===== config.mk =====
export PLATFORM = sky130hd
export DESIGN_NAME = dcache_event_monitor
export DESIGN_NICKNAME = d
export VERILOG_FILES = /design/src/rtl/dcache_event_monitor_pkg.sv /design/src/rtl/miss_log_fifo.sv /design/src/rtl/dcache_event_monitor.sv
export SDC_FILE = /design/constraint.sdc
export NUM_CORES = 1
export LEC_CHECK = 0
export ABC_AREA = 1
export BUFFER_PORTS_ARGS = -buffer_cell sky130_fd_sc_hd__buf_2
export CAP_MARGIN = 20
export CORE_MARGIN = 1
export CORE_UTILIZATION = 47
export DETAILED_ROUTE_END_ITERATION = 8
export MAX_ROUTING_LAYER = met4
export PLACE_DENSITY = 0.75
export SYNTH_ARGS = -nofsm -noshare
export SYNTH_HDL_FRONTEND = slang
export SYNTH_HIERARCHICAL = 1
export SYNTH_SLANG_ARGS = --single-unit

===== constraint.sdc =====
create_clock -name clk_i -period 3 [get_ports clk_i]
set_clock_uncertainty 0.2 [all_clocks]
set_input_delay 0.3 -clock clk_i [delete_from_list [all_inputs] [get_ports clk_i]]
set_output_delay 0.3 -clock clk_i [all_outputs]
set_load 0.1 [all_outputs]

===== src/rtl/dcache_event_monitor_pkg.sv =====
// dcache_event_monitor_pkg: shared FSM state, miss-log entry layout and default sizes.
package dcache_event_monitor_pkg;
    localparam int DEF_ADDR_W    = 32;
    localparam int DEF_CNT_W     = 32;
    localparam int DEF_LOG_DEPTH = 4;

    typedef enum logic {
        IDLE      = 1'b0,
        MISS_PEND = 1'b1
    } mon_state_e;

    typedef struct packed {
        logic                  is_wr;
        logic                  wb;
        logic [DEF_ADDR_W-1:0] addr;
    } log_entry_t;
endpackage


===== src/rtl/miss_log_fifo.sv =====
// miss_log_fifo: show-ahead FIFO of miss entries with a sticky flag for dropped pushes.
module miss_log_fifo #(
    parameter int DATA_W = 34,
    parameter int DEPTH  = 4
) (
    input  logic              clk_i,
    input  logic              rst_i,
    input  logic              clear_i,
    input  logic              push_i,
    input  logic              pop_i,
    input  logic [DATA_W-1:0] data_i,
    output logic [DATA_W-1:0] data_o,
    output logic              empty_o,
    output logic              overflow_o
);
    localparam int PTR_W    = $clog2(DEPTH);
    localparam int CNT_BITS = $clog2(DEPTH + 1);

    logic [DATA_W-1:0]   r_mem [DEPTH];
    logic [PTR_W-1:0]    r_wr_ptr;
    logic [PTR_W-1:0]    r_rd_ptr;
    logic [CNT_BITS-1:0] r_count;
    logic                r_overflow;
    logic                w_empty;
    logic                w_full;
    logic                w_push;
    logic                w_pop;

    // a full log still accepts a push when the head leaves in the same cycle
    always_comb begin
        w_empty = r_count == '0;
        w_full  = r_count == CNT_BITS'(DEPTH);
        w_pop   = pop_i && !w_empty && !clear_i;
        w_push  = push_i && !clear_i && (!w_full || w_pop);
        data_o  = w_empty ? '0 : r_mem[r_rd_ptr];
    end

    assign empty_o    = w_empty;
    assign overflow_o = r_overflow;

    always_ff @(posedge clk_i)
        if (w_push) r_mem[r_wr_ptr] <= data_i;

    always_ff @(posedge clk_i or negedge rst_i) begin
        if (!rst_i) begin
            r_wr_ptr   <= '0;
            r_rd_ptr   <= '0;
            r_count    <= '0;
            r_overflow <= 1'b0;
        end else if (clear_i) begin
            r_wr_ptr   <= '0;
            r_rd_ptr   <= '0;
            r_count    <= '0;
            r_overflow <= 1'b0;
        end else begin
            if (w_push) r_wr_ptr <= r_wr_ptr + PTR_W'(1);
            if (w_pop) r_rd_ptr <= r_rd_ptr + PTR_W'(1);
            r_count <= r_count + CNT_BITS'(w_push) - CNT_BITS'(w_pop);
            if (push_i && !w_push) r_overflow <= 1'b1;
        end
    end
endmodule


===== src/rtl/dcache_event_monitor.sv =====
// dcache_event_monitor: counts dcache hit/miss/write-back/stall events and logs each miss.
module dcache_event_monitor
    import dcache_event_monitor_pkg::*;
#(
    parameter int ADDR_W    = DEF_ADDR_W,
    parameter int CNT_W     = DEF_CNT_W,
    parameter int LOG_DEPTH = DEF_LOG_DEPTH
) (
    input  logic              clk_i,
    input  logic              rst_i,
    input  logic              enable_i,
    input  logic              clear_i,
    input  logic              cpu_MemRead_i,
    input  logic              cpu_MemWrite_i,
    input  logic              cpu_stall_i,
    input  logic              ctrl_idle_i,
    input  logic              sram_dirty_i,
    input  logic [ADDR_W-1:0] cpu_addr_i,
    output logic [CNT_W-1:0]  rd_hit_cnt_o,
    output logic [CNT_W-1:0]  rd_miss_cnt_o,
    output logic [CNT_W-1:0]  wr_hit_cnt_o,
    output logic [CNT_W-1:0]  wr_miss_cnt_o,
    output logic [CNT_W-1:0]  wb_cnt_o,
    output logic [CNT_W-1:0]  stall_cnt_o,
    output logic              log_valid_o,
    input  logic              log_rd_i,
    output logic              log_is_wr_o,
    output logic              log_wb_o,
    output logic [ADDR_W-1:0] log_addr_o,
    output logic              log_overflow_o
);
    localparam int N_CNT = 6;

    mon_state_e        r_state;
    mon_state_e        w_state_nxt;
    logic [CNT_W-1:0]  r_cnt [N_CNT];
    logic [N_CNT-1:0]  w_inc;
    logic              w_idle;
    logic              w_miss;
    logic              w_rec;
    logic              w_push;
    logic              w_empty;
    logic [ADDR_W+1:0] w_head;

    // counter order: rd_hit, rd_miss, wr_hit, wr_miss, wb, stall
    always_comb begin
        w_idle      = r_state == IDLE;
        w_miss      = w_idle && cpu_stall_i && ctrl_idle_i;
        w_rec       = w_miss && (cpu_MemWrite_i || cpu_MemRead_i);
        w_inc[0]    = w_idle && !cpu_stall_i && !cpu_MemWrite_i && cpu_MemRead_i;
        w_inc[1]    = w_miss && !cpu_MemWrite_i && cpu_MemRead_i;
        w_inc[2]    = w_idle && !cpu_stall_i && cpu_MemWrite_i;
        w_inc[3]    = w_miss && cpu_MemWrite_i;
        w_inc[4]    = w_rec && sram_dirty_i;
        w_inc[5]    = cpu_stall_i;
        w_state_nxt = w_idle ? (w_miss ? MISS_PEND : IDLE) : (cpu_stall_i ? MISS_PEND : IDLE);
        w_push      = enable_i && w_rec;
    end

    always_ff @(posedge clk_i or negedge rst_i) begin
        if (!rst_i) r_state <= IDLE;
        else        r_state <= clear_i ? IDLE : w_state_nxt;
    end

    always_ff @(posedge clk_i or negedge rst_i) begin
        if (!rst_i) begin
            for (int k = 0; k < N_CNT; k++) r_cnt[k] <= '0;
        end else begin
            for (int k = 0; k < N_CNT; k++)
                if (clear_i) r_cnt[k] <= '0;
                else if (enable_i && w_inc[k] && !(&r_cnt[k])) r_cnt[k] <= r_cnt[k] + CNT_W'(1);
        end
    end

    miss_log_fifo #(
        .DATA_W(ADDR_W + 2),
        .DEPTH (LOG_DEPTH)
    ) u_log (
        .clk_i     (clk_i),
        .rst_i     (rst_i),
        .clear_i   (clear_i),
        .push_i    (w_push),
        .pop_i     (log_rd_i),
        .data_i    ({cpu_MemWrite_i, sram_dirty_i, cpu_addr_i}),
        .data_o    (w_head),
        .empty_o   (w_empty),
        .overflow_o(log_overflow_o)
    );

    assign rd_hit_cnt_o  = r_cnt[0];
    assign rd_miss_cnt_o = r_cnt[1];
    assign wr_hit_cnt_o  = r_cnt[2];
    assign wr_miss_cnt_o = r_cnt[3];
    assign wb_cnt_o      = r_cnt[4];
    assign stall_cnt_o   = r_cnt[5];
    assign log_valid_o   = !w_empty;
    assign {log_is_wr_o, log_wb_o, log_addr_o} = w_head;
endmodule


# Word level (Yosys, flattened, before mapping)
# Memories as Yosys holds them, arrays and structs flattened.
# Index checks and enable logic that the tools add are counted.
# op_classes
muxes	26
bitwise_logic	1
n_reduce_logical	59
add_sub_neg	10
eq_ne	1
# ops
op	n
2-to-1 mux 32 bit	12
adder 32 x 1 -> 32 bit, second input constant	6
AND reduction 32 bit	6
2-to-1 mux 34 bit	1
logical AND 1 bit	29
nonzero test 2 bit	9
zero test 1 bit	12
2-to-1 mux 1 bit	8
2-to-1 mux 2 bit	4
adder 2 x 1 -> 2 bit, second input constant	2
adder 3 x 1 -> 3 bit	1
equality test 3 bit, second input constant	1
zero test 3 bit	1
2-to-1 mux 3 bit	1
subtractor 3 x 1 -> 3 bit	1
logical OR 1 bit	2
NOT 1 bit	1
# totals
word_cells	109
mem_count	1
output_inout_bits	228
regBits	201
mem_bits_rw	136
input_bits	42
# memory_table
name	words	width	read_ports	rd_ports_with_merged_regs	write_ports	line_no	rtl
u_log.r_mem	4	34	1	0	1	miss_log_fifo.sv:19	logic [DATA_W-1:0] r_mem [DEPTH];

# Longest topological paths before layout
# depth
depth_word	11
ltp_mapped	13
depth_no_buf	13

# Hierarchy
# The synthesis kept the hierarchy.
# modules_own_cells
mod	cells_each	area_per_inst_um2	seq_area_each_um2	n_inst
dcache_event_monitor	2067	13202.7	4829.6	1
miss_log_fifo	465	5763.0	4284.1	1

# Least setup slack after synthesis
# OpenSTA, ideal clock, no wires.
# synth_timing
path_kind	flip-flop to flip-flop
startpoint	reg r_state
endpoint	mem u_log.r_mem[0][0], enable pin
required_ns	2.375
arrival_time_ns	2.346
stages_incl_launch_ff	8
slack_ns	0.029
n_path_buf	0
synth_period_minus_slack_ns	2.971
setup_ns	0.425
cell_sequence	dfrtp_1 > nor2_1 > nand2_1 > inv_1 > inv_1 > nor2_1 > nand2_1 > nor2_1
# synth_via
elab_chain_cells	9
# synth_rtl
item	line_no	rtl
start: declaration	dcache_event_monitor.sv:34	mon_state_e r_state;
start signal: assignment	dcache_event_monitor.sv:62	else r_state <= clear_i ? IDLE : w_state_nxt;
NOT 1 bit	dcache_event_monitor.sv:47	w_idle = r_state == IDLE;
logical AND 1 bit (2 in a row)	dcache_event_monitor.sv:48	w_miss = w_idle && cpu_stall_i && ctrl_idle_i;
logical AND 1 bit	dcache_event_monitor.sv:49	w_rec = w_miss && (cpu_MemWrite_i || cpu_MemRead_i);
logical AND 1 bit	dcache_event_monitor.sv:57	w_push = enable_i && w_rec;
net w_push	dcache_event_monitor.sv:41	logic w_push;
logical AND 1 bit (2 in a row)	miss_log_fifo.sv:34	w_push = push_i && !clear_i && (!w_full || w_pop);
2-to-1 mux 1 bit	miss_log_fifo.sv:42	if (w_push) r_mem[r_wr_ptr] <= data_i;
2-to-1 mux 1 bit (not written as such)	miss_log_fifo.sv:42	
end: declaration	miss_log_fifo.sv:19	
# The timed path passes the listed nets, and every way through them passes these cells.

# Final worst setup path
# layout_timing
startpoint	reg u_log.r_rd_ptr[0]
endpoint	out log_addr_o[3]
# layout_via
elab_chain_cells	2
# layout_rtl
item	line_no	rtl
start: declaration	miss_log_fifo.sv:21	logic [PTR_W-1:0] r_rd_ptr;
start signal: assignment	miss_log_fifo.sv:57	if (w_pop) r_rd_ptr <= r_rd_ptr + PTR_W'(1);
memory read (4 x 34 bit)	-	
2-to-1 mux 34 bit	miss_log_fifo.sv:35	data_o = w_empty ? '0 : r_mem[r_rd_ptr];
end: declaration	dcache_event_monitor.sv:29	output logic [ADDR_W-1:0] log_addr_o,
# Every way passes these cells.

==> key figures <==
Finish
  • Fin nets: 2897
  • Layout fillers: 3607
  • Multi-input gate area: 8627 um^2
  • Final Util: 58.05%
  • Post-route insts no fill: 3398
  • Cell area after layout: 23070 um^2
  • Share of cells above drive strength 1: 15.56%
  • Register area: 9119 um^2
  • Area grow syn2layout: 21.62%

Setup path
  • Worst reg2reg endpoint: rd_hit_cnt_o[11]$_DFFE_PN0P_
  • CP max stage delay: 0.62 ns
  • Worst r2r src: rd_hit_cnt_o[1]$_DFFE_PN0P_
  • Crit Path Max Fanout: 38
  • Crit path max-delay cell type: dfrtp_4
  • WP data required: 2.50 ns
  • Crit path cell chain: inv_4, buf_12, o21ai_0, a21oi_1, buf_12
  • WS Path Type: reg -> out
  • CP startpoint kind: register
  • CP Data Arrival Time: 2.38 ns
  • Worst reg2reg path depth: 11
  • CP dominant cell by count: buf_12
  • Flop2flop setup slack: 0.59 ns
  • Critical Path End Type: primary output

Synth
  • Cells after synthesis: 2532
  • EDFF count, synth: 136
  • Post-synth top area cell: dfrtp_1
  • Most common cell in the netlist: nand2_1
  • Top post-synthesis cells by area: dfrtp_1, edfxtp_1, nand2_1, nor2_1, inv_1
  • Most frequent cells after synthesis: nand2_1, nor2_1, inv_1, dfrtp_1, nand3_1
  • Number of synthesized register bits: 337
  • Synth Net Count: 2587
  • Post-Syn Area: 18970 um^2
  • Synth warn: 6
  • Distinct cells, synth: 43
  • Sequential-to-total area share from yosys stat: 48.05%
  • Synth Area per Inst: 7.490 um^2
  • Post-synth top flop: dfrtp_1
  • Post-synth ARST share: 59.64%
  • Yosys top cell area share: 26.52%

Power
  • Worst VDD drop: 0.0003927 V
  • Switching Share: 33.38%
  • Total power draw: 13.03 mW
  • Cell-internal power: 8.682 mW
  • Comb pwr share: 24.8%
  • Sw Pwr: 4.350 mW
  • Pwr dens: 565.0 nW/um^2
  • Clock power share: 37.5%
  • Register share of total power: 37.7%
  • Leak: 10.89 nW

Drt
  • Drt drc: 0
  • Drt pass-1 iters: 5
  • Vias/cell: 5.273
  • Final wirelength: 53470 um
  • Via count: 17920
  • Initial DRC count: 1406
  • Antenna-violating nets left: 0
  • Routed len/inst: 15.74 um

Timing
  • Final setup fails: 0
  • Slew @ Worst Pin: 0.7405 ns
  • Slew Viols, Final: 0
  • Unrepaired setup endpoints after global routing: no
  • Final worst path period share: 95.89%
  • Final worst slack: 0.1233 ns
  • Final hold violation count: 0
  • Setup_tns: 0 ns
  • Max Clk Rate: 0.3476 GHz
  • Min Hold Slack: 0.06139 ns
  • Slew HR: 50.45%
  • Final Critical Period: 2.877 ns

Placed design
  • Global placement routability congestion: 0.9510
  • Post-place instance area: 21340 um^2
  • Cell total after placement: 3286
  • DP Wirelength: 37780 um
  • IO Port Bufs: 269
  • Place WS: 0.4811 ns

Global routing
  • Initial antenna violation count: 1
  • Grt ovf: 0
  • Largest net degree at the start of global routing: 72
  • GRT Overall Usage: 26.70%
  • Vias in the first global route: 16750
  • First-pass GRT wire length: 86360 um

Die
  • Total die area: 41160 um^2
  • Die H: 202.9 um
  • Core area: 39730 um^2
  • Die width: 202.9 um
  • # IOs: 270
  • Row count: 73
  • Initial Utilization: 47.73%

Clock tree
  • Clk sink count: 337
  • Clock slew at reported path FFs: 0.06 ns
  • Clk_lat worst skew: 0.57 ns
  • Post-CTS Setup Repair Bufs: 0
  • H-tree levels: 2
  • CTS root buf: clkbuf_16
  • CTS Buffer Depth: 3
  • CTS tree: yes
  • TritonCTS Buffers: 40

Run status
  • Status: finished, final reports clean

Worst hold path
  • Hold WC Path Type: in -> async

Run
  • Max-cap violation count: 0
[layout by cell type (no fill, tap or decap), drive strengths merged]
master | Yosys | routed
ha | 12 | 12
clkinvlp | 0 | 3
nor2 | 516 | 516
diode | 0 | 1
o21ai | 98 | 98
dfrtp | 201 | 201
fa | 1 | 1
xor2 | 47 | 47
nand3b | 4 | 4
buf | 48 | 290
dlygate4sd3 | 0 | 39
nand4 | 67 | 67
nand3 | 149 | 149
clkbuf | 14 | 53
a21boi | 2 | 2
edfxtp | 136 | 136
o21bai | 3 | 3
o211ai | 1 | 1
a21oi | 49 | 49
clkinv | 3 | 15
xnor2 | 24 | 24
nor3 | 15 | 15
bufinv | 0 | 4
and2 | 2 | 2
nor3b | 1 | 1
nand2 | 908 | 908
or2 | 14 | 14
inv | 217 | 218
[timing repair]
item,in CTS,in global routing
endpoints found under the hold margin,343,0
gates resized for setup,2,3
endpoints found under the setup margin,17,10
hold buffers,39,0
[power groups by stage]
| stage | clock network (mW) | logic [mW] | registers, mW |
|---|---|---|---|
| 2_1_floorplan | 0 | 2.07 | 4.98 |
| 3_3_place_gp | 0 | 3.14 | 4.99 |
| 3_5_place_dp | 0 | 3.18 | 4.99 |
| 4_1_cts | 5.01 | 3.23 | 4.90 |
| 5_1_grt | 5.18 | 3.37 | 4.91 |
| 6_report | 4.89 | 3.23 | 4.91 |
[cell families (layout without fill, tap and decap cells)]
kind of cell	after synthesis	in the layout	share of synthesized area [%]
buffers and inverters	282	622	6.511
and+or+nand+nor	1676	1676	36.88
adders and majority gates	13	13	0.8972
xor gates and xnor gates	71	71	3.279
AOI/OAI and AO/OA	153	153	4.374
DFF	337	337	48.05
other	0	1	0
[state kept, by name (all words and copies together) (netlist names), 3 cells and up]
name,count
rd_miss_cnt_o,32
stall_cnt_o,32
u_log/r_count,3
rd_hit_cnt_o,32
u_log/r_mem,136
wr_miss_cnt_o,32
wr_hit_cnt_o,32
wb_cnt_o,32
[worst max path at each step]
stage | startpoint | endpoint | slack, ns | cells after the start
after floorplan | r_state$_DFF_PN0_ | u_log/r_mem[0][0]$_DFFE_PP_ | 0.03 | 7
after global placement | cpu_MemWrite_i | u_log/r_count[2]$_DFF_PN0_ | 0.51 | 14
after detailed placement | cpu_MemWrite_i | u_log/r_count[2]$_DFF_PN0_ | 0.48 | 14
after CTS | u_log/r_rd_ptr[0]$_DFFE_PN0P_ | log_addr_o[2] | 0.09 | 6
after global routing | u_log/r_rd_ptr[0]$_DFFE_PN0P_ | log_addr_o[0] | 0.02 | 5
final | u_log/r_rd_ptr[0]$_DFFE_PN0P_ | log_addr_o[3] | 0.12 | 5
[worst max-delay path, delay by kind of cell (launching register included)]
family / cells / cell delay (ns)
DFF: 1 / 0.62
AOI/OAI and AO/OA: 2 / 0.46
buffers and inverters: 3 / 0.72
[area by class of cell]
cell class	count	area share, %
diodes	1	0.01085
clock buffers	52	4.665
clock inverters	20	1.058
inverters	220	3.662
multi-input cells	1913	37.40
flip-flops and latches	337	39.53
well taps	525	2.848
repair buffers	330	10.82
[per-layer routing]
metal	GRT usage, %	vias to the layer above	routed length (um)
met2	41.49	732	24910
met5	-	-	0
li1	-	8653	-
met3	5.233	90	4535
met1	35.10	8443	22700
met4	8.647	0	1325
No activity file was read; power rests on OpenSTA's default activity.
